### src/rtl/lane_hit_judge.sv
`timescale 1ns/1ps
`default_nettype none
// ============================================================================
//  Module   : lane_hit_judge
//  Purpose  : N-lane note-hit judge. Debounces the raw controller buttons,
//             tracks per lane whether a note is waiting at the strike line,
//             classifies lane events as hit / miss / ghost press and keeps a
//             streak, a multiplier and a saturating score.
//  Revision : 1.0  - initial release
// ----------------------------------------------------------------------------
//  Ports
//    CLK         in   1         system clock
//    RESET       in   1         asynchronous active-high reset
//    clear       in   1         synchronous song restart
//    tick        in   1         one-cycle chart-advance strobe
//    note_valid  in   1         note_lanes is meaningful on this tick
//    note_lanes  in   LANES     lanes whose note reaches the strike line
//    btn_n       in   LANES     raw active-low buttons (asynchronous)
//    btn_held    out  LANES     debounced pressed level (active-high)
//    hit         out  LANES     one-cycle hit pulse per lane
//    miss        out  LANES     one-cycle miss pulse per lane
//    ghost       out  LANES     one-cycle press-without-note pulse per lane
//    streak      out  STREAK_W  consecutive-hit count (saturating)
//    multiplier  out  3         current multiplier, 1..4
//    score       out  SCORE_W   accumulated score (saturating)
// ============================================================================
module lane_hit_judge #(
    parameter int LANES       = 4,
    parameter int WINDOW      = 8,
    parameter int DEBOUNCE    = 16,
    parameter int STREAK_STEP = 10,
    parameter int POINTS      = 50,
    parameter int SCORE_W     = 20,
    parameter int STREAK_W    = 10
) (
    input  logic                CLK,
    input  logic                RESET,
    input  logic                clear,
    input  logic                tick,
    input  logic                note_valid,
    input  logic [LANES-1:0]    note_lanes,
    input  logic [LANES-1:0]    btn_n,
    output logic [LANES-1:0]    btn_held,
    output logic [LANES-1:0]    hit,
    output logic [LANES-1:0]    miss,
    output logic [LANES-1:0]    ghost,
    output logic [STREAK_W-1:0] streak,
    output logic [2:0]          multiplier,
    output logic [SCORE_W-1:0]  score
);

    // ------------------------------------------------------------------------
    // Derived widths and constants
    // ------------------------------------------------------------------------
    localparam int c_WCNT_W = $clog2(WINDOW + 1);
    localparam int c_DB_W   = $clog2(DEBOUNCE + 1);
    localparam int c_HC_W   = $clog2(LANES + 1);
    localparam int c_ADD_W  = $clog2(LANES * POINTS * 4 + 1);
    localparam int c_SUM_W  = ((SCORE_W > c_ADD_W) ? SCORE_W : c_ADD_W) + 1;
    localparam int c_STK_W  = ((STREAK_W > c_HC_W) ? STREAK_W : c_HC_W) + 1;

    localparam logic [c_WCNT_W-1:0] c_WCNT_ONE  = c_WCNT_W'(1);
    localparam logic [c_WCNT_W-1:0] c_WCNT_LAST = c_WCNT_W'(WINDOW - 1);
    localparam logic [c_DB_W-1:0]   c_DB_ONE    = c_DB_W'(1);
    localparam logic [c_DB_W-1:0]   c_DB_LAST   = c_DB_W'(DEBOUNCE - 1);

    localparam int c_MULT2_AT = STREAK_STEP;
    localparam int c_MULT3_AT = 2 * STREAK_STEP;
    localparam int c_MULT4_AT = 3 * STREAK_STEP;

    typedef enum logic [0:0] {
        S_IDLE  = 1'b0,
        S_ARMED = 1'b1
    } lane_state_t;

    // A lane is offered a new note only on a valid chart tick.
    logic [LANES-1:0] w_new_note;
    assign w_new_note = {LANES{tick & note_valid}} & note_lanes;

    // ------------------------------------------------------------------------
    // Per-lane button conditioning and hit/miss/ghost state machine
    // ------------------------------------------------------------------------
    generate
        for (genvar gi = 0; gi < LANES; gi++) begin : g_lane
            logic              r_sync1;
            logic              r_sync2;
            logic              r_level_n;    // accepted (debounced) raw level
            logic [c_DB_W-1:0] r_db_cnt;
            logic              r_press_evt;

            lane_state_t         r_state;
            logic [c_WCNT_W-1:0] r_wcnt;
            logic                r_hit;
            logic                r_miss;
            logic                r_ghost;

            // Synchroniser + debouncer. Untouched by clear so btn_held keeps
            // its value across a song restart.
            always_ff @(posedge CLK or posedge RESET) begin
                if (RESET) begin
                    r_sync1     <= 1'b1;
                    r_sync2     <= 1'b1;
                    r_level_n   <= 1'b1;
                    r_db_cnt    <= '0;
                    r_press_evt <= 1'b0;
                end else begin
                    r_sync1     <= btn_n[gi];
                    r_sync2     <= r_sync1;
                    r_press_evt <= 1'b0;
                    if (r_sync2 != r_level_n) begin
                        // DEBOUNCE consecutive differing samples accept the
                        // new level; a matching sample restarts the count.
                        if (r_db_cnt == c_DB_LAST) begin
                            r_level_n   <= r_sync2;
                            r_db_cnt    <= '0;
                            r_press_evt <= ~r_sync2;   // only on press
                        end else begin
                            r_db_cnt <= r_db_cnt + c_DB_ONE;
                        end
                    end else begin
                        r_db_cnt <= '0;
                    end
                end
            end

            assign btn_held[gi] = ~r_level_n;

            // Lane FSM. A press always wins over a window expiry, and a new
            // note on an armed lane closes out the old note (hit if pressed,
            // miss otherwise) before re-arming.
            always_ff @(posedge CLK or posedge RESET) begin
                if (RESET) begin
                    r_state <= S_IDLE;
                    r_wcnt  <= '0;
                    r_hit   <= 1'b0;
                    r_miss  <= 1'b0;
                    r_ghost <= 1'b0;
                end else begin
                    r_hit   <= 1'b0;
                    r_miss  <= 1'b0;
                    r_ghost <= 1'b0;
                    if (clear) begin
                        r_state <= S_IDLE;
                        r_wcnt  <= '0;
                    end else begin
                        case (r_state)
                            S_IDLE: begin
                                if (r_press_evt) begin
                                    r_ghost <= 1'b1;
                                end
                                if (w_new_note[gi]) begin
                                    r_state <= S_ARMED;
                                    r_wcnt  <= '0;
                                end
                            end
                            S_ARMED: begin
                                if (r_press_evt) begin
                                    r_hit <= 1'b1;
                                    if (w_new_note[gi]) begin
                                        r_wcnt <= '0;
                                    end else begin
                                        r_state <= S_IDLE;
                                    end
                                end else if (w_new_note[gi]) begin
                                    r_miss <= 1'b1;
                                    r_wcnt <= '0;
                                end else if (tick) begin
                                    if (r_wcnt == c_WCNT_LAST) begin
                                        r_miss  <= 1'b1;
                                        r_state <= S_IDLE;
                                        r_wcnt  <= '0;
                                    end else begin
                                        r_wcnt <= r_wcnt + c_WCNT_ONE;
                                    end
                                end
                            end
                            default: begin
                                r_state <= S_IDLE;
                                r_wcnt  <= '0;
                            end
                        endcase
                    end
                end
            end

            assign hit[gi]   = r_hit;
            assign miss[gi]  = r_miss;
            assign ghost[gi] = r_ghost;
        end
    endgenerate

    // ------------------------------------------------------------------------
    // Scoring
    // ------------------------------------------------------------------------
    logic [STREAK_W-1:0] r_streak;
    logic [SCORE_W-1:0]  r_score;

    logic [c_HC_W-1:0]   w_hit_cnt;
    logic [2:0]          w_mult;
    logic [c_ADD_W-1:0]  w_add;
    logic [c_SUM_W-1:0]  w_score_sum;
    logic [SCORE_W-1:0]  w_score_nxt;
    logic [c_STK_W-1:0]  w_streak_sum;
    logic [STREAK_W-1:0] w_streak_nxt;
    logic                w_break;

    always_comb begin
        w_hit_cnt = '0;
        for (int i = 0; i < LANES; i++) begin
            w_hit_cnt = w_hit_cnt + c_HC_W'(hit[i]);
        end
    end

    // Multiplier steps every STREAK_STEP hits, capped at 4.
    always_comb begin
        if (int'(r_streak) >= c_MULT4_AT) begin
            w_mult = 3'd4;
        end else if (int'(r_streak) >= c_MULT3_AT) begin
            w_mult = 3'd3;
        end else if (int'(r_streak) >= c_MULT2_AT) begin
            w_mult = 3'd2;
        end else begin
            w_mult = 3'd1;
        end
    end

    always_comb begin
        w_add       = c_ADD_W'(w_hit_cnt) * c_ADD_W'(POINTS) * c_ADD_W'(w_mult);
        w_score_sum = c_SUM_W'(r_score) + c_SUM_W'(w_add);
        if (|w_score_sum[c_SUM_W-1:SCORE_W]) begin
            w_score_nxt = {SCORE_W{1'b1}};
        end else begin
            w_score_nxt = w_score_sum[SCORE_W-1:0];
        end

        w_streak_sum = c_STK_W'(r_streak) + c_STK_W'(w_hit_cnt);
        if (|w_streak_sum[c_STK_W-1:STREAK_W]) begin
            w_streak_nxt = {STREAK_W{1'b1}};
        end else begin
            w_streak_nxt = w_streak_sum[STREAK_W-1:0];
        end

        // Any miss or ghost anywhere breaks the streak; hits that cycle still
        // score at the multiplier in force before the update.
        w_break = |(miss | ghost);
    end

    always_ff @(posedge CLK or posedge RESET) begin
        if (RESET) begin
            r_streak <= '0;
            r_score  <= '0;
        end else if (clear) begin
            r_streak <= '0;
            r_score  <= '0;
        end else begin
            r_score  <= w_score_nxt;
            r_streak <= w_break ? '0 : w_streak_nxt;
        end
    end

    assign streak     = r_streak;
    assign score      = r_score;
    assign multiplier = w_mult;

endmodule
`default_nettype wire

### config.mk
export PLATFORM = sky130hd
export DESIGN_NAME = lane_hit_judge
export DESIGN_NICKNAME = d
export VERILOG_FILES = /design/src/rtl/lane_hit_judge.sv
export SDC_FILE = /design/constraint.sdc
export NUM_CORES = 1
export LEC_CHECK = 0
export ABC_CLOCK_PERIOD_IN_PS = 10600
export CAP_MARGIN = 20
export CORE_ASPECT_RATIO = 1.2
export CORE_MARGIN = 2
export CORE_UTILIZATION = 61
export DETAILED_ROUTE_END_ITERATION = 7
export PLACE_DENSITY_LB_ADDON = 0.15
export SYNTH_ARGS = -nofsm -noshare
export SYNTH_HDL_FRONTEND = slang
export SYNTH_SLANG_ARGS = --single-unit
### constraint.sdc
create_clock -name CLK -period 10.6 [get_ports CLK]
set_input_delay 2.12 -clock CLK [delete_from_list [all_inputs] [get_ports CLK]]
set_output_delay 2.12 -clock CLK [all_outputs]
set_load 0.02 [all_outputs]
; Word level (Yosys, flattened, before mapping)
; Cells that the tools add are included.
[op_classes]
addsub = 13
n_mul = 2
magnitude_cmp = 3
eq_ne = 16
mux = 124
n_bitwise = 15
reduce_logical = 5
[op_table]
columns = cell, n
row1 = two-way mux 4 bit, 24
row2 = two-way mux 1 bit, 76
row3 = two-way mux 20 bit, 2
row4 = two-way mux 5 bit, 8
row5 = one-hot mux 4 bit (2 select lines), 4
row6 = two-way mux 10 bit, 3
row7 = adder 20 x 10 -> 21 bit, 1
row8 = "adder 5 x 1 -> 5 bit, second input constant", 4
row9 = "== test 5 x 4 -> 1 bit, second input constant", 4
row10 = "greater-or-equal comparator 10 x 5 -> 1 bit, second input constant", 2
row11 = "!= test 5 bit, second input constant", 4
row12 = "adder 4 x 1 -> 4 bit, second input constant", 4
row13 = "== test 4 x 3 -> 1 bit, second input constant", 4
row14 = NOT 1 bit, 12
row15 = adder 10 x 3 -> 11 bit, 1
row16 = "greater-or-equal comparator 10 x 4 -> 1 bit, second input constant", 1
row17 = multiplier 8 x 3 -> 9 bit, 1
row18 = "multiplier 3 x 5 -> 8 bit, second input constant", 1
row19 = one-hot mux 1 bit (2 select lines), 4
row20 = AND reduction 2 bit, 4
row21 = bitwise AND 4 bit, 1
row22 = two-way mux 2 bit, 2
row23 = != test 1 bit, 4
row24 = bitwise OR 4 bit, 1
row25 = 6 further kinds, 6
[word_totals]
reg_bits = 98
in_bits = 13
output_inout_bits = 49
wordCells = 220

; Depth between registers and ports, before layout
; Gate-level depths: netlist (run 1).
[depth]
word_depth = 8
ltp_mapped = 23
mapped_depth_nobuf = 21

; Worst setup path before layout (run 1)
; No wires, ideal clock.
[synth_path]
kind = flip-flop to flip-flop
start = register g_lane[0].r_hit
end = register r_score[12], in the netlist score[12]
setup_ps = 94
arrival_time_ps = 4707
t_required_ps = 10506
setup_slack_ps = 5799
stages_incl_launch_ff = 22
path_buffers = 0
synth_period_minus_slack_ps = 4801
path_cell_list = dfrtp_1 fa_1 ha_1 ha_1 nand2_1 fa_1 inv_1 ha_1 fa_1 a21oi_1 nor2_1 o21ai_0 nand2b_1 a21oi_1 xnor2_1 ha_1 nand2_1 nor2_1 a211oi_1 nand2_1 a21o_1 a211oi_1
[synth_via]
elab_chain_cells = 8
[synth_lines]
columns = element, line_no
row1 = from (decl), 93  ; logic r_hit;
row2 = from (signal assigned), 135  ; r_hit <= 1'b0;
row3 = from (signal assigned), 139  ; r_hit <= 1'b0;
row4 = from (signal assigned), 158  ; r_hit <= 1'b1;
row5 = adder 1 x 1 -> 2 bit, 210  ; w_hit_cnt = w_hit_cnt + c_HC_W'(hit[i]);
row6 = adder 2 x 1 -> 3 bit, 210
row7 = adder 3 x 1 -> 3 bit, 210
row8 = multiplier 3 x 5 -> 8 bit, 228  ; w_add = c_ADD_W'(w_hit_cnt) * c_ADD_W'(POINTS) * c_ADD_W'(w_mult);
row9 = multiplier 8 x 3 -> 9 bit, 228
row10 = adder 20 x 10 -> 21 bit, 229  ; w_score_sum = c_SUM_W'(r_score) + c_SUM_W'(w_add);
row11 = two-way mux 20 bit, 230  ; if (|w_score_sum[c_SUM_W-1:SCORE_W]) begin
row12 = two-way mux 20 bit, 252  ; end else if (clear) begin
row13 = to (signal assigned), 256  ; r_score <= w_score_nxt;
row14 = to (decl), 196  ; logic [SCORE_W-1:0] r_score;
; No other way between the ends.
; A chain may end at the register's enable or synchronous reset.

; Final worst setup path (run 1)
[layout_path]
start = register g_lane[0].r_hit
end = register r_score[1], in the netlist score[1]
; The elaborated chain is that of the path after synthesis.

==> results.txt, run 1 <==
The H-tree level count is 3. The CTS buffer count is 9. The part of the power in registers came out at 56.7%.

The clock arrives with 0.0101 ns of skew. The internal power of the cells totals 0.515 mW. The worst hold path stage count is 0.

Row generation in the floorplan step produced 37 rows. The count of nets after finishing came out at 658. Ranked by total cell area, the synthesized netlist is headed by sky130_fd_sc_hd__dfrtp_1 (39%), sky130_fd_sc_hd__ha_1 (7.1%), sky130_fd_sc_hd__dfstp_2 (5.8%). The most common cell type on the critical path is sky130_fd_sc_hd__ha_1.

The overall die width is 90.3 microns. The later-pin clock latency in the skew report is 0.36 ns. The post-detailed-route count of antenna-violating nets is 0.

Counting buffers and inverters, the worst setup path is 21 cells deep. The critical path goes through fa_1, ha_1, ha_1, nand2_1, fa_1, inv_1, ha_1, fa_1, a21oi_1, nor2_1, o21ai_0, nand2b_1, a21oi_1, xnor2_1, ha_1, nand2_1, nor2_1, a211oi_1, nand2_1, nand2b_1, a21oi_1. Prior to clock tree synthesis, the placed netlist has a worst setup slack of 5.38 ns. The final-report max-slew violation count is 0. The per-cell routed wire length is 14.7 microns. Of the total power, the share spent switching nets is 24.6%. The via-per-instance ratio came out at 5.71. Summed over all failing endpoints, the final setup total negative slack is 0 ns.

The number of instances in the placed design came out at 708. The final period utilization is 49.8%. After synthesis, the largest family of logic cells by area is simple AND/OR/NAND/NOR gates. Tracing the worst setup path back leads to its startpoint at g_lane[0].r_hit.

The number of max-capacitance violations reported is 0. The mean instance size in the synthesized netlist came out at 9.82 sq um. The overall routed net length came out at 10.7 mm. For this design, the slowest cell found on the critical path is sky130_fd_sc_hd__fa_1.

Entering global routing, the biggest net connects 72 pins. The initial antenna violation count came to 0. The share of the synthesized area in compound gates (AO/OA/AOI/OAI) came out at 12.7%. The top achievable clock speed came out at 189 MHz. Per report_power, the clock group accounts for 37.4% of the total. The sequential fraction of the synthesis area is 45.3%. The CTS tree is built. The post-synth design cell area came out at 5450 sq um. The count of cells along the worst register-to-register path is 21.

The global-route wire length before repair is 18.6 mm. The first-pass detailed-route iteration total is 5. The number of buffers added on ports came out at 61. The count of clock tree sinks is 98. The worst hold slack across all endpoints is 0.361 ns. The core region is 8610 sq um. The via count of the first global-routing pass is 4268.

STA puts the critical path data required time at 10.83 ns. The number of synthesized register bits came out at 98. The largest vdd supply drop came out at 0.0820 mV. Grouping stages by cell kind, the critical path spends the most delay in adder cells. After clock tree synthesis, the repair step resized 0 gates. The estimated wirelength of the detail-placed design is 7.79 mm.

The final-report setup violation count is 0. The worst relative slew slack came out at 40.7%. The final number of hold-violating endpoints came out at 0. The area of placed instances is 6060 sq um. The synthesized-area fraction occupied by and/or/nand/nor cells came out at 19.4%. STA classifies the critical path startpoint as a flip-flop.

The cell leakage power is 2.83 nW. The power consumption came out at 0.683 mW. The die outline height is 108 microns. The proportion of netlist area held by the largest area contributor is 39.5%. The post-CTS repair timing setup buffer count came out at 0. The endpoint arrival time on the critical path is 5.51 ns. The number of top-level design ports is 62. sky130_fd_sc_hd__dfrtp_1 takes more of the synthesized area than any other cell. The shortest period the worst path allows is 5.28 ns. Leaving out fill and tap cells, the most frequent cell in the layout is sky130_fd_sc_hd__dfrtp_1. The residual overflow from global routing came out at 0. The root buffer cell chosen for the clock tree is sky130_fd_sc_hd__clkbuf_8.

The number of synthesized flops with an enable pin came out at 0. The multiplexer fraction of the synthesized cell area is 0.574%. Summing the areas of all fa, ha and maj instances in the mapped netlist gives 11.5% of the synthesized area. Across all register-to-register paths, the minimum setup slack is 5.32 ns. The critical path class is flip-flop to flip-flop. The fraction of synthesis flops using an asynchronous set or reset pin came out at 100%.

The die covers 9710 sq um. The number of buffers between clock root and the deepest sink is 2. The detailed router finished its first iteration with 161 violations. The startpoint identified for the worst hold timing path is g_lane[2].r_sync1. Among all flip-flop cells after synthesis, the most frequent one is sky130_fd_sc_hd__dfrtp_1. The flow ran to the end, and the final reports show no timing, DRC or antenna violations. After the flow finishes, the layout carries non-filler instances totaling 724. The final weighted congestion in routability-driven placement is 0.912. The clock-pin slew reported for the worst setup and hold paths after clock tree synthesis came out at 0.10 ns. Relative to the synthesized area, the layout overhead comes to 15.1%. For this design the total switching power over the nets is 0.168 mW. The Yosys step of the flow raised 0 warnings.

Synthesis produced a netlist with a net count of 611. The final routed DRC violation total is 0. After routing the design area is 6270 sq um. For the pin with the worst max-slew slack, the measured transition is 0.889 ns. In this run, post-CTS hold repair placed 0 buffers. The delay contributed by the slowest stage of the critical path came out at 0.51 ns.

The critical path buffer and inverter count came out at 1. The fraction of final layout cells with drive strength greater than 1 came out at 7.91%. The final critical-path setup slack is 5.32 ns. The post-route core utilization came out at 72.9%.

For this run, the total global-route usage over all layers was measured as 23.6%. The class of the tightest hold or removal check is flip-flop to flip-flop. The number of distinct library cells after synthesis is 57. The maximum fanout along the worst path came out at 10.

The total number of vias is 4134. Setup repair after global routing left no endpoint under its margin. The layout has 634 filler cells. The number of instances in the synthesized netlist came out at 555. The synthesized netlist devotes 5.44% of its cell area to XOR and XNOR gates. The number of antenna diodes is 0.

Once the floorplan was initialized, standard cells occupied 63.3% of the core. STA classifies the critical path endpoint as a flip-flop. The fraction of power consumed by combinational cells is 5.9%. The worst register-to-register path begins at g_lane[0].r_hit. For this design the ratio of total power to cell area is 109 nW/um^2. In the layout the commonest cells are sky130_fd_sc_hd__dfrtp_1 (86), sky130_fd_sc_hd__clkdlybuf4s50_1 (61), sky130_fd_sc_hd__a21oi_1 (56).
==> registers in the layout, indices dropped and copies added, names as in the netlist <==
name,cells
g_lane.r_miss,4
g_lane.r_press_evt,4
g_lane.r_hit,4
score,20
g_lane.r_level_n,4
g_lane.r_state,4
g_lane.r_sync1,4
g_lane.r_sync2,4
g_lane.r_ghost,4
streak,10
g_lane.r_wcnt,16
g_lane.r_db_cnt,20
==> cell type report <==
cell class	count	area, sq um	area share [%]
Multi-Input combinational cell	398	2700	43.1
Tap cell	117	146	2.33
Clock buffer	10	138	2.19
Clock inverter	6	72.6	1.16
Sequential cell	98	2470	39.3
Timing Repair Buffer	63	626	9.97
Inverter	32	123	1.95
==> power groups by stage <==
stage / logic [mW] / registers (mW) / clock network [mW]
5_1_grt: 0.0459 / 0.389 / 0.276
2_1_floorplan: 0.0269 / 0.394 / 0
4_1_cts: 0.0407 / 0.388 / 0.262
3_5_place_dp: 0.0402 / 0.395 / 0
6_report: 0.0400 / 0.388 / 0.255
3_3_place_gp: 0.0390 / 0.394 / 0
==> cells by family (layout without fill, tap and decap cells) <==
family / Yosys count / after routing
fa+ha+maj: 43 / 43
compound gates: 113 / 113
xor+xnor: 33 / 33
buf+inv: 59 / 111
simple gates: 206 / 206
mux: 3 / 3
flops: 98 / 98
==> synth_stat cells (2+ instances only) <==
cell type                   number
sky130_fd_sc_hd__a2111oi_0       3
sky130_fd_sc_hd__a211oi_1        5
sky130_fd_sc_hd__a21o_1          5
sky130_fd_sc_hd__a21oi_1        56
sky130_fd_sc_hd__a31o_2          3
sky130_fd_sc_hd__a31oi_1         4
sky130_fd_sc_hd__and2_1          5
sky130_fd_sc_hd__and3_1          4
sky130_fd_sc_hd__and3b_1         2
sky130_fd_sc_hd__buf_1           3
sky130_fd_sc_hd__buf_2           4
sky130_fd_sc_hd__buf_4          12
sky130_fd_sc_hd__clkbuf_1        6
sky130_fd_sc_hd__dfrtp_1        86
sky130_fd_sc_hd__dfstp_2        12
sky130_fd_sc_hd__fa_1           12
sky130_fd_sc_hd__ha_1           31
sky130_fd_sc_hd__inv_1          32
sky130_fd_sc_hd__mux2i_1         2
sky130_fd_sc_hd__nand2_1        50
sky130_fd_sc_hd__nand2b_1        9
sky130_fd_sc_hd__nand3_1        19
sky130_fd_sc_hd__nand4_1         9
sky130_fd_sc_hd__nand4b_1        2
sky130_fd_sc_hd__nor2_1         50
sky130_fd_sc_hd__nor2b_1         8
sky130_fd_sc_hd__nor3_1         18
sky130_fd_sc_hd__nor3b_1        11
sky130_fd_sc_hd__nor4_1          5
sky130_fd_sc_hd__o21ai_0        21
sky130_fd_sc_hd__o21ai_1         3
sky130_fd_sc_hd__o21bai_1        3
sky130_fd_sc_hd__or2_2           3
sky130_fd_sc_hd__or3_1           3
sky130_fd_sc_hd__or4_1           2
sky130_fd_sc_hd__xnor2_1        17
sky130_fd_sc_hd__xor2_1         15
==> final timing paths <==
kind,to
setup / recovery,score[1]
hold / removal,g_lane[2].r_sync2
setup reg to reg,score[1]
hold reg to reg,g_lane[2].r_sync2
max in group asynchronous,score[17]
min in group asynchronous,g_lane[2].r_wcnt[2]
==> worst reg2reg max path, delay by kind of cell (launching register included) <==
family,cells,cell delay (ns)
AO/OA/AOI/OAI,5,0.98
XOR/XNOR,1,0.16
adder cells (fa/ha/maj),7,2.62
buffers and inverters,1,0.04
flip-flops,1,0.41
AND/OR/NAND/NOR,7,0.95
==> layer usage <==
metal  part of all wire [%]  global-route usage, %  wire length, microns  vias to the layer above
met2                     53                   43.6                  5650                      101
met3                    3.9                   3.15                   414                       12
met1                     42                   28.3                  4470                     2009
met5                      0                      0                     0                        -
met4                    1.3                   8.68                   136                        0
li1                       -                      -                     -                     2012
Note: power is estimated with default switching activity, not from simulation.
==> run 2, diff against run 1 <==
Settings changed: ABC_CLOCK_PERIOD_IN_PS 10600 to 4700, CORE_UTILIZATION 61 to 51.
Clock period 10.6 ns to 4.7 ns, I/O delays scaled along.
==> results.txt, run 2 (synthesis results as in run 1) <==
The worst setup skew after layout is 0.00860 ns. Detailed placement finished with a half-perimeter wire length of 8.25 mm. The count of nets after finishing came out at 694. No sink is reached through more buffers than the 2 on the longest clock path. The H-tree level count came out at 3. Setup repair after global routing could not meet its margin everywhere.

The clock-pin slew reported for the worst setup and hold paths after clock tree synthesis came out at 0.07 ns. The number of max-capacitance violations reported is 0. The maximum fanout along the worst path is 6.

The count of cells along the worst register-to-register path came out at 19. In the layout the commonest cells are sky130_fd_sc_hd__dfrtp_1 (86), sky130_fd_sc_hd__clkdlybuf4s50_1 (61), sky130_fd_sc_hd__a21oi_1 (48). For this block, the routed nets add up to 11.6 mm of wire. The final-report max-slew violation count came out at 0. The delay contributed by the slowest stage of the critical path is 0.58 ns. The number of core rows is 41. Global routing finished with a remaining overflow of 0. STA classifies the critical path endpoint as a flip-flop. The largest vdd supply drop is 0.195 mV. The final weighted congestion in routability-driven placement is 0.911. The shortest period the worst path allows came out at 4.79 ns.

The final routed DRC violation total is 0. The final period utilization came out at 102%. The later-pin clock latency in the skew report is 0.35 ns.

The most numerous cell type found on the critical path is sky130_fd_sc_hd__inv_2. The checks that failed: setup timing. The number of standard cells in the layout, taps in and fillers out came out at 772.

The final number of hold-violating endpoints is 0. The top achievable clock speed is 209 MHz. Traced cell by cell, the critical path runs through fa_1, ha_4, inv_2, fa_2, nand2b_4, fa_1, inv_2, ha_4, inv_2, o21bai_1, a21oi_2, xnor2_1, ha_1, nand3_2, nor3_2, or4_4, nand3_2, xor2_1, o21ai_0. The number of violations reported at the end of detailed-routing iteration 0 came out at 222.

In this run the tool buffered the top-level ports with 61 buffer cells. The final critical-path setup slack came out at -0.0929 ns. The via-per-instance ratio came out at 5.49. The critical path in this run is classified as flip-flop to flip-flop.

Global routing consumed, over all layers together, 20.9% of the routing resources. In this run the clock root is driven by a sky130_fd_sc_hd__clkbuf_16. TritonCTS built the clock tree. On the critical path the largest part of the delay comes from adder cells. The floorplan step set the die width to 98.4 microns. The class of the tightest hold or removal check is flip-flop to flip-flop. The routed layout has 4235 vias. The critical path buffer and inverter count came out at 3.

The worst hold path stage count came out at 0. The die area is 11500 sq um. The growth of design area from synthesis to finish came out at 26.9%. The required time reported for the critical path endpoint is 4.92 ns.

The via count of the first global-routing pass is 4273. In the final routed layout, each cell accounts on average for 15.0 microns. The power consumption came out at 1.73 mW. The number of top-level design ports came out at 62. Among all stages on the critical path, the largest delay is contributed by sky130_fd_sc_hd__or4_4. The final-report setup violation count came out at 6. The maximum number of pins on one net before global-route repair came out at 52. STA classifies the critical path startpoint as a flip-flop. TritonCTS created 9 clock buffers. The cell leakage power is 3.12 nW. The initial cell density of the core is 52.1%. The run finished, with violations left.

The worst setup timing slack at the placement stage is -0.237 ns. The global-route wire length before repair came out at 19.4 mm. The initial antenna violation count is 0. The count of clock tree sinks came out at 98. The post-detailed-route count of antenna-violating nets came out at 0. At the pin with the least slew margin, the transition time is 0.707 ns. Before antenna repair, the detailed router went through 4 iterations. In this run the tightest slew margin relative to its limit is 52.7%. The count of cell instances traversed by the critical path came out at 19.

For this design the ratio of total power to cell area is 250 nW/um^2. The die outline height is 117 microns. The fraction of final layout cells with drive strength greater than 1 is 19.3%. The number of antenna diodes is 0. The placeable core region is 10500 sq um. The endpoint arrival time on the critical path is 5.01 ns. The number of instances in the placed design came out at 749. Measured on the finished design, the core utilization comes to 66.1%. Leaving out fill and tap cells, the most frequent cell in the layout is sky130_fd_sc_hd__dfrtp_1.
-- run 2: changes by cell type in the layout (fill, tap and decap cells not counted), moves of 4 or more --
cell,before,now
sky130_fd_sc_hd__clkbuf_16,0,10
sky130_fd_sc_hd__a21oi_1,56,48
sky130_fd_sc_hd__inv_2,0,4
sky130_fd_sc_hd__buf_4,2,35
sky130_fd_sc_hd__inv_1,31,27
sky130_fd_sc_hd__nand2_1,50,46
sky130_fd_sc_hd__ha_4,0,5
sky130_fd_sc_hd__a21oi_2,0,7
sky130_fd_sc_hd__clkbuf_8,10,2
sky130_fd_sc_hd__nand2_2,0,4
sky130_fd_sc_hd__ha_1,31,24
-- run 2: where the power goes --
| part | total, mW | leakage, nW | internal (mW) | switching, mW |
|---|---|---|---|---|
| combinational | 0.0952 | 1.66 | 0.0365 | 0.0587 |
| sequential | 0.875 | 1.31 | 0.862 | 0.0126 |
| clock | 0.757 | 0.149 | 0.442 | 0.315 |
-- run 2: path summary, 6_finish.rpt --
kind	from	endpoint	slack [ns]
min	g_lane[3].r_sync1	g_lane[3].r_sync2	0.36
min reg2reg	g_lane[3].r_sync1	g_lane[3].r_sync2	0.36
min in group asynchronous	RESET	g_lane[2].r_db_cnt[3]	1.04
max in group asynchronous	RESET	g_lane[1].r_sync2	2.84
max reg2reg	g_lane[0].r_hit	score[17]	-0.09
max	g_lane[0].r_hit	score[17]	-0.09
-- run 2: routing by layer --
layer  global-route usage [%]  part of all wire (%)  wire length [microns]  vias to the layer above
met5                        0                     0                      0                        -
met3                     4.04                   3.3                    384                       24
met4                     7.40                   2.3                    262                        0
met1                     25.4                    42                   4920                     2063
met2                     37.3                    52                   6040                       71
li1                         -                     -                      -                     2077
-- run 2: through the flow --
stage / area, sq um / hold slack, ns / TNS, ns
finish: 6910 / 0.356 / -0.443
global route: 6910 / 0.364 / -3.97
CTS: 6770 / 0.356 / -0.0625
detailed placement: 6340 / 0.348 / -2.73
global placement: 6340 / 0.347 / -0.109
floorplan: 5480 / 0.345 / 0
-- run 2: final cells by class --
type,count,area [sq um]
Fill cell,863,3550
Inverter,32,123
Clock buffer,12,256
Multi-Input combinational cell,398,2930
Timing Repair Buffer,99,930
Clock inverter,4,51.3
Sequential cell,98,2470
Tap cell,129,161
-- run 2: repair_timing --
action,in CTS,in global routing
hold buffers,0,0
setup buffers,4,2
pin swaps,20,19
gates resized for setup,20,27
endpoints found under the setup margin,20,20
cloned,0,1
==> run 3, diff against run 2 <==
Settings changed: PLACE_DENSITY_LB_ADDON 0.15 to 0.3, SKIP_CTS_REPAIR_TIMING set to 1.
==> results.txt, run 3 (synthesis results as in run 1) <==
The flow ran to the end, but the final reports show violations. The checks that failed: setup timing. The startpoint identified for the worst hold timing path is g_lane[2].r_sync1. TritonCTS built the clock tree. Total power for the finished layout comes to 1.67 mW.

The core region is 10500 sq um. The clock-pin slew reported for the worst setup and hold paths after clock tree synthesis is 0.07 ns. The pin slew with the least headroom to its limit is 0.687 ns. Walking the worst path, the cells encountered are fa_1, ha_4, inv_2, fa_2, nor2b_4, fa_1, ha_4, a21oi_2, nor2_2, o21ai_1, nand2b_1, a21oi_2, xnor2_2, ha_1, nand2_1, nor2_2, a211oi_4, buf_4, a21oi_4, a31oi_1, o21a_1. In the final design database the tool counted 689 nets. The die area is 11500 sq um. The number of standard cells in the layout, taps in and fillers out is 767. The routed design has 11.3 mm of wire. The number of violations reported at the end of detailed-routing iteration 0 is 224. The final period utilization is 101%. The final number of hold-violating endpoints is 0. In the layout the commonest cells are sky130_fd_sc_hd__dfrtp_1 (86), sky130_fd_sc_hd__clkdlybuf4s50_1 (61), sky130_fd_sc_hd__nand2_1 (49), sky130_fd_sc_hd__a21oi_1 (49), sky130_fd_sc_hd__nor2_1 (47). The path with the worst hold slack has its endpoint at g_lane[2].r_sync2.

The final critical-path setup slack came out at -0.0463 ns. The count of nets left with antenna violations once routing finished came out at 0. After detailed placement, the total cell area comes to 6320 sq um.

Power spread over the standard cell area amounts to 245 nW/um^2. Between clock sinks in the finished design, the worst skew comes to 0.00778 ns. Entering global routing, the biggest net connects 53 pins. From synthesis to final layout, the design area changed by 24.8%.

The required time reported for the critical path endpoint is 4.98 ns. The clock passes through at most 2 buffers. In this run the critical register-to-register path is launched from g_lane[3].r_hit. The worst register-to-register path ends at score[16]. Across the run, the number of max-cap violations was 0. The first-pass detailed-route iteration total came out at 4. The critical path in this run is classified as flip-flop to flip-flop. Clock tree synthesis found a total of 98 sinks. The worst relative slew slack is 54.1%. The count of cells along the worst register-to-register path came out at 21.

The number of instances in the placed design came out at 746. The worst hold path stage count came out at 0. The via count of the first global-routing pass came to 4235. After detailed routing, the number of remaining DRC violations is 0. Detailed placement finished with a half-perimeter wire length of 8.17 mm. The number of buffers added on ports is 61. The post-route core utilization came out at 65.0%.

The final route contains 4267 vias. The final-report max-slew violation count is 0. The delay contributed by the slowest stage of the critical path came out at 0.58 ns.

Dividing the detail-routed wire length by the instance count gives 14.7 microns. The library cell used most frequently in the layout, excluding fill and tap cells, is sky130_fd_sc_hd__dfrtp_1. The worst hold slack across all endpoints came out at 0.354 ns.

The number of antenna diodes in the final layout is 0. The floorplan has 41 rows. The final-report setup violation count came out at 7. The overall track demand over capacity in global routing came out at 20.4%. The H-tree level count came out at 3.

Using the TritonRoute via totals, the vias-per-cell ratio works out to 5.56. Static timing analysis puts the maximum clock frequency at 211 MHz. The fraction of final layout cells with drive strength greater than 1 is 16.8%. The initial antenna violation count came out at 0.

The overall die width is 98.4 microns. The worst setup timing slack at the placement stage came out at -0.163 ns. The endpoint arrival time on the critical path came out at 5.02 ns.

The path class of the tightest hold or removal check is flip-flop to flip-flop. The routed design could run at a clock period as short as 4.75 ns. The final weighted congestion in routability-driven placement is 0.856. The cell leakage power came out at 3.07 nW. The worst setup path is launched from a flip-flop. The reg2reg setup slack is -0.05 ns. The die is 117 microns tall. The worst setup path is captured at a flip-flop. Across the VDD grid, the largest voltage drop is 0.221 mV. The CTS buffer count is 9. The initial utilization of the core area, before any placement, comes to 52.1%. Setup repair after global routing could not meet its margin everywhere. Adding up every negative setup slack in the final design gives -0.231 ns. Of all nets on the critical path, the largest fanout is 6.

The residual overflow from global routing came out at 0. After routing the design area is 6800 sq um. The global-route wire length before repair is 19.2 mm. The largest individual stage delay along the critical path comes from the cell sky130_fd_sc_hd__fa_2.

CTS placed an instance of sky130_fd_sc_hd__clkbuf_16 at the clock tree root. The number of top-level design ports is 62. The later-pin clock latency in the skew report is 0.34 ns.
[run 3: cell types whose count changed in the layout (fill, tap and decap cells not counted), moves of 2 or more]
cell / delta
sky130_fd_sc_hd__clkbuf_8: -2
sky130_fd_sc_hd__inv_1: +2
sky130_fd_sc_hd__nand2_2: -3
sky130_fd_sc_hd__nor2b_2: -2
sky130_fd_sc_hd__inv_2: -3
sky130_fd_sc_hd__buf_4: -5
sky130_fd_sc_hd__clkinv_4: +2
sky130_fd_sc_hd__inv_6: +2
sky130_fd_sc_hd__ha_1: +2
sky130_fd_sc_hd__nand2_1: +3
[run 3: layer usage]
metal / track usage (%) / share of wire (%)
met3: 4.69 / 3.5
met1: 25.8 / 43
met4: 5.30 / 1.2
met2: 35.9 / 52
met5: 0 / 0
[run 3: worst max-delay path, delay by kind of cell, from the launching register on]
| kind | cells | cell delay, ns |
|---|---|---|
| compound gates | 7 | 1.13 |
| xor+xnor | 1 | 0.09 |
| fa+ha+maj | 6 | 2.53 |
| buf+inv | 2 | 0.21 |
| flops | 1 | 0.40 |
| simple gates | 5 | 0.33 |
[run 3: area by class of cell]
class                      count  area [sq um]
multi-input combinational    399          2910
clock inverter                 6          51.3
clock buffer                  10           229
fill                         822          3660
sequential                    98          2470
inverter                      32           125
tap                          129           161
timing repair buffer          93           858
[run 3: worst max path at each step]
stage,slack [ns],to,start,depth (start not counted)
2_1_floorplan,0.03,score[12],g_lane[0].r_hit,21
3_3_place_gp,-0.04,score[12],g_lane[0].r_hit,21
3_5_place_dp,-0.16,score[18],g_lane[0].r_hit,20
4_1_cts,-0.23,score[18],g_lane[0].r_hit,20
5_1_grt,-0.24,score[18],g_lane[3].r_hit,21
6_report,-0.05,score[16],g_lane[3].r_hit,21
[run 3: report_power, final]
group / switching [mW] / internal [mW]
clock network: 0.329 / 0.366
registers: 0.0128 / 0.862
logic: 0.0589 / 0.0381
==> RTL edit: new RTL, settings of run 3 <==
The parameter `STREAK_STEP` goes from 10 to 5.
--- a/src/rtl/lane_hit_judge.sv
+++ b/src/rtl/lane_hit_judge.sv
@@ -28,7 +28,7 @@
     parameter int LANES       = 4,
     parameter int WINDOW      = 8,
     parameter int DEBOUNCE    = 16,
-    parameter int STREAK_STEP = 10,
+    parameter int STREAK_STEP = 5,
     parameter int POINTS      = 50,
     parameter int SCORE_W     = 20,
     parameter int STREAK_W    = 10
Function: same outputs for any inputs over 4 cycles, from zero or initial values and one cycle with RESET high; that may be too few to reach the edited logic, so the function may still have changed.
==> RTL edit against run 3 <==
  * The flow still finishes with violations (setup timing)
  * Total power increased by 3.3%
  * Sequential cell count unchanged
  * Area after synthesis increased by 0.60%
  * Largest cell class unchanged
  * Design area decreased by 0.24%
  * Highest routed layer unchanged
  * Combinational power decreased by 3.4%
  * Worst hold slack improved by 0.0012 ns
  * Sequential power about the same
  * Critical path depth decreased by 2
  * Non-clock buffer count unchanged
  * Routed wire length decreased by 1.1%
  * Count of clock-buffer cells in the layout increased by 2
  * Synthesized cell count increased by 0.54%
  * Via count increased by 0.94%
  * Worst setup slack got worse by 0.13 ns
==> RTL edit: results (changes against run 3) <==
** Outcome
- Result of the run :: finished with violations (unchanged)
- Violations in the final reports :: setup timing (unchanged)

** Power and ir drop
- Highest ir drop seen on vdd :: 0.213 mV (was 0.221 mV)
- The leakage power summed over all cells came to 3.07 nW (about the same).

** Timing
- Transition time at the pin with the least slew margin :: 0.937 ns (was 0.687 ns)
- Worst setup skew after layout :: 0.0106 ns (was 0.00778 ns)
- The summed negative setup slack over all endpoints was -1.17 ns (was -0.231 ns).
- Count of endpoints failing setup in the final report :: 12 (was 7)
- Setup WS post-layout :: -0.177 ns (was -0.0463 ns)

** Placed design
- Placed cell count :: 752 (was 746)
- The post-DP HPWL is 8180 um (was 8170 um).
- Gpl congestion :: 0.841 (was 0.856)
- Total cell area at the placement stage :: 6390 um2 (was 6320 um2)

** Critical path
- CP Data Arrival Time :: 5.10 ns (was 5.02 ns)
- CP max FO :: 6 (unchanged)

** Routing
- The number of iterations in the first detailed-routing pass was 5 (was 4).
- The number of DRC markers after the initial detailed-route iteration is 254 (was 224).
- The number of vias per cell after detailed routing came to 5.60 (was 5.56).
- The routed length per instance is 14.6 um (was 14.7 um).
- The routed wire length came to 11200 um (was 11300 um).

** Layout
- Fill cell count :: 836 (was 822)
- Final net count :: 691 (was 689)

** GRT
- Vias in the first global route :: 4283 (was 4235)
- The first-pass GRT wire length came to 19300 um (was 19200 um).
- The largest net degree at the start of global routing is 79 (was 53).
- Overall Global Routing Usage :: 20.1% (was 20.4%)

** Logic synthesis
- Largest cells by area after synthesis: sky130_fd_sc_hd__dfrtp_1 (39%), sky130_fd_sc_hd__ha_1 (7.1%), sky130_fd_sc_hd__dfstp_2 (5.8%), sky130_fd_sc_hd__a21oi_1 (5.6%), sky130_fd_sc_hd__fa_1 (4.4%) (was sky130_fd_sc_hd__dfrtp_1 (39%), sky130_fd_sc_hd__ha_1 (7.1%), sky130_fd_sc_hd__dfstp_2 (5.8%), sky130_fd_sc_hd__a21oi_1 (5.1%), sky130_fd_sc_hd__fa_1 (4.4%)).
- Unique cell type count in the Yosys netlist :: 53 (was 57)
- The net count after synthesis is 614 (was 611).
- Most used standard cells in the synthesized netlist :: sky130_fd_sc_hd__dfrtp_1 (86), sky130_fd_sc_hd__a21oi_1 (61), sky130_fd_sc_hd__nand2_1 (52) (was sky130_fd_sc_hd__dfrtp_1 (86), sky130_fd_sc_hd__a21oi_1 (56), sky130_fd_sc_hd__nand2_1 (50), sky130_fd_sc_hd__nor2_1 (50), sky130_fd_sc_hd__inv_1 (32))
- The synthesized instance count was 558 (was 555).
- The share of the yosys chip area belonging to registers came to 45.0% (was 45.3%).

** Clocking
- Maximum clock path buffer count :: 2 (unchanged)
RTL edit: cell count changes after synthesis, sizes merged, moves of 3 or more:
cell	before	now
nand4b	2	5
or3	3	6
o21ai	24	17
a21oi	57	61
nor2	50	47
RTL edit: critical path, cell delays in order, from the launching register on:
cell	delay (ns)
sky130_fd_sc_hd__dfrtp_1	0.41
sky130_fd_sc_hd__fa_1	0.53
sky130_fd_sc_hd__ha_4	0.31
sky130_fd_sc_hd__inv_4	0.04
sky130_fd_sc_hd__fa_1	0.49
sky130_fd_sc_hd__or3_1	0.35
sky130_fd_sc_hd__fa_1	0.51
sky130_fd_sc_hd__inv_2	0.05
sky130_fd_sc_hd__ha_4	0.27
sky130_fd_sc_hd__inv_2	0.03
sky130_fd_sc_hd__o21bai_1	0.12
sky130_fd_sc_hd__a21oi_1	0.09
sky130_fd_sc_hd__xnor2_1	0.13
sky130_fd_sc_hd__ha_1	0.36
sky130_fd_sc_hd__nand3_2	0.11
sky130_fd_sc_hd__nor3_4	0.05
sky130_fd_sc_hd__or4_4	0.57
sky130_fd_sc_hd__nand4_4	0.15
sky130_fd_sc_hd__xor2_2	0.12
sky130_fd_sc_hd__o21ai_1	0.08
RTL edit: path summary, 6_finish.rpt:
check	to	slack, ns	depth (start not counted)
setup / recovery	score[15]	-0.18	19
hold / removal	g_lane[3].r_sync2	0.35	0
setup reg to reg	score[15]	-0.18	19
hold reg to reg	g_lane[3].r_sync2	0.35	0
max in group asynchronous	g_lane[2].r_sync1	2.64	3
min in group asynchronous	streak[8]	1.15	2
RTL edit: area by class of cell:
type	count	area, um2	area share (%)
inverter	31	121	1.79
clock inverter	4	51.3	0.756
clock buffer	12	256	3.78
tap	129	161	2.38
multi-input combinational	402	2860	42.2
timing repair buffer	93	867	12.8
sequential	98	2470	36.4
RTL edit: report_power, final:
group	switching, mW	internal, mW	total (mW)
logic	0.0583	0.0355	0.0937
clock network	0.310	0.442	0.752
registers	0.0137	0.862	0.876
total	0.382	1.34	1.72
RTL edit: cell families after synthesis:
logic type / Yosys count / synth area share (%)
multiplexers: 4 / 0.799
buffers and inverters: 58 / 5.16
AO/OA/AOI/OAI: 115 / 12.5
XOR/XNOR: 33 / 5.41
AND/OR/NAND/NOR: 207 / 19.7
flip-flops: 98 / 45.0
adder cells (fa/ha/maj): 43 / 11.5
RTL edit: per-layer routing:
| metal | global-route usage (%) | vias up | part of all wire, % |
|---|---|---|---|
| li1 | - | 2074 | - |
| met1 | 24.9 | 2126 | 43 |
| met2 | 35.1 | 94 | 52 |
| met3 | 4.04 | 13 | 3.9 |
| met4 | 6.16 | 0 | 1.3 |
| met5 | 0 | - | 0 |
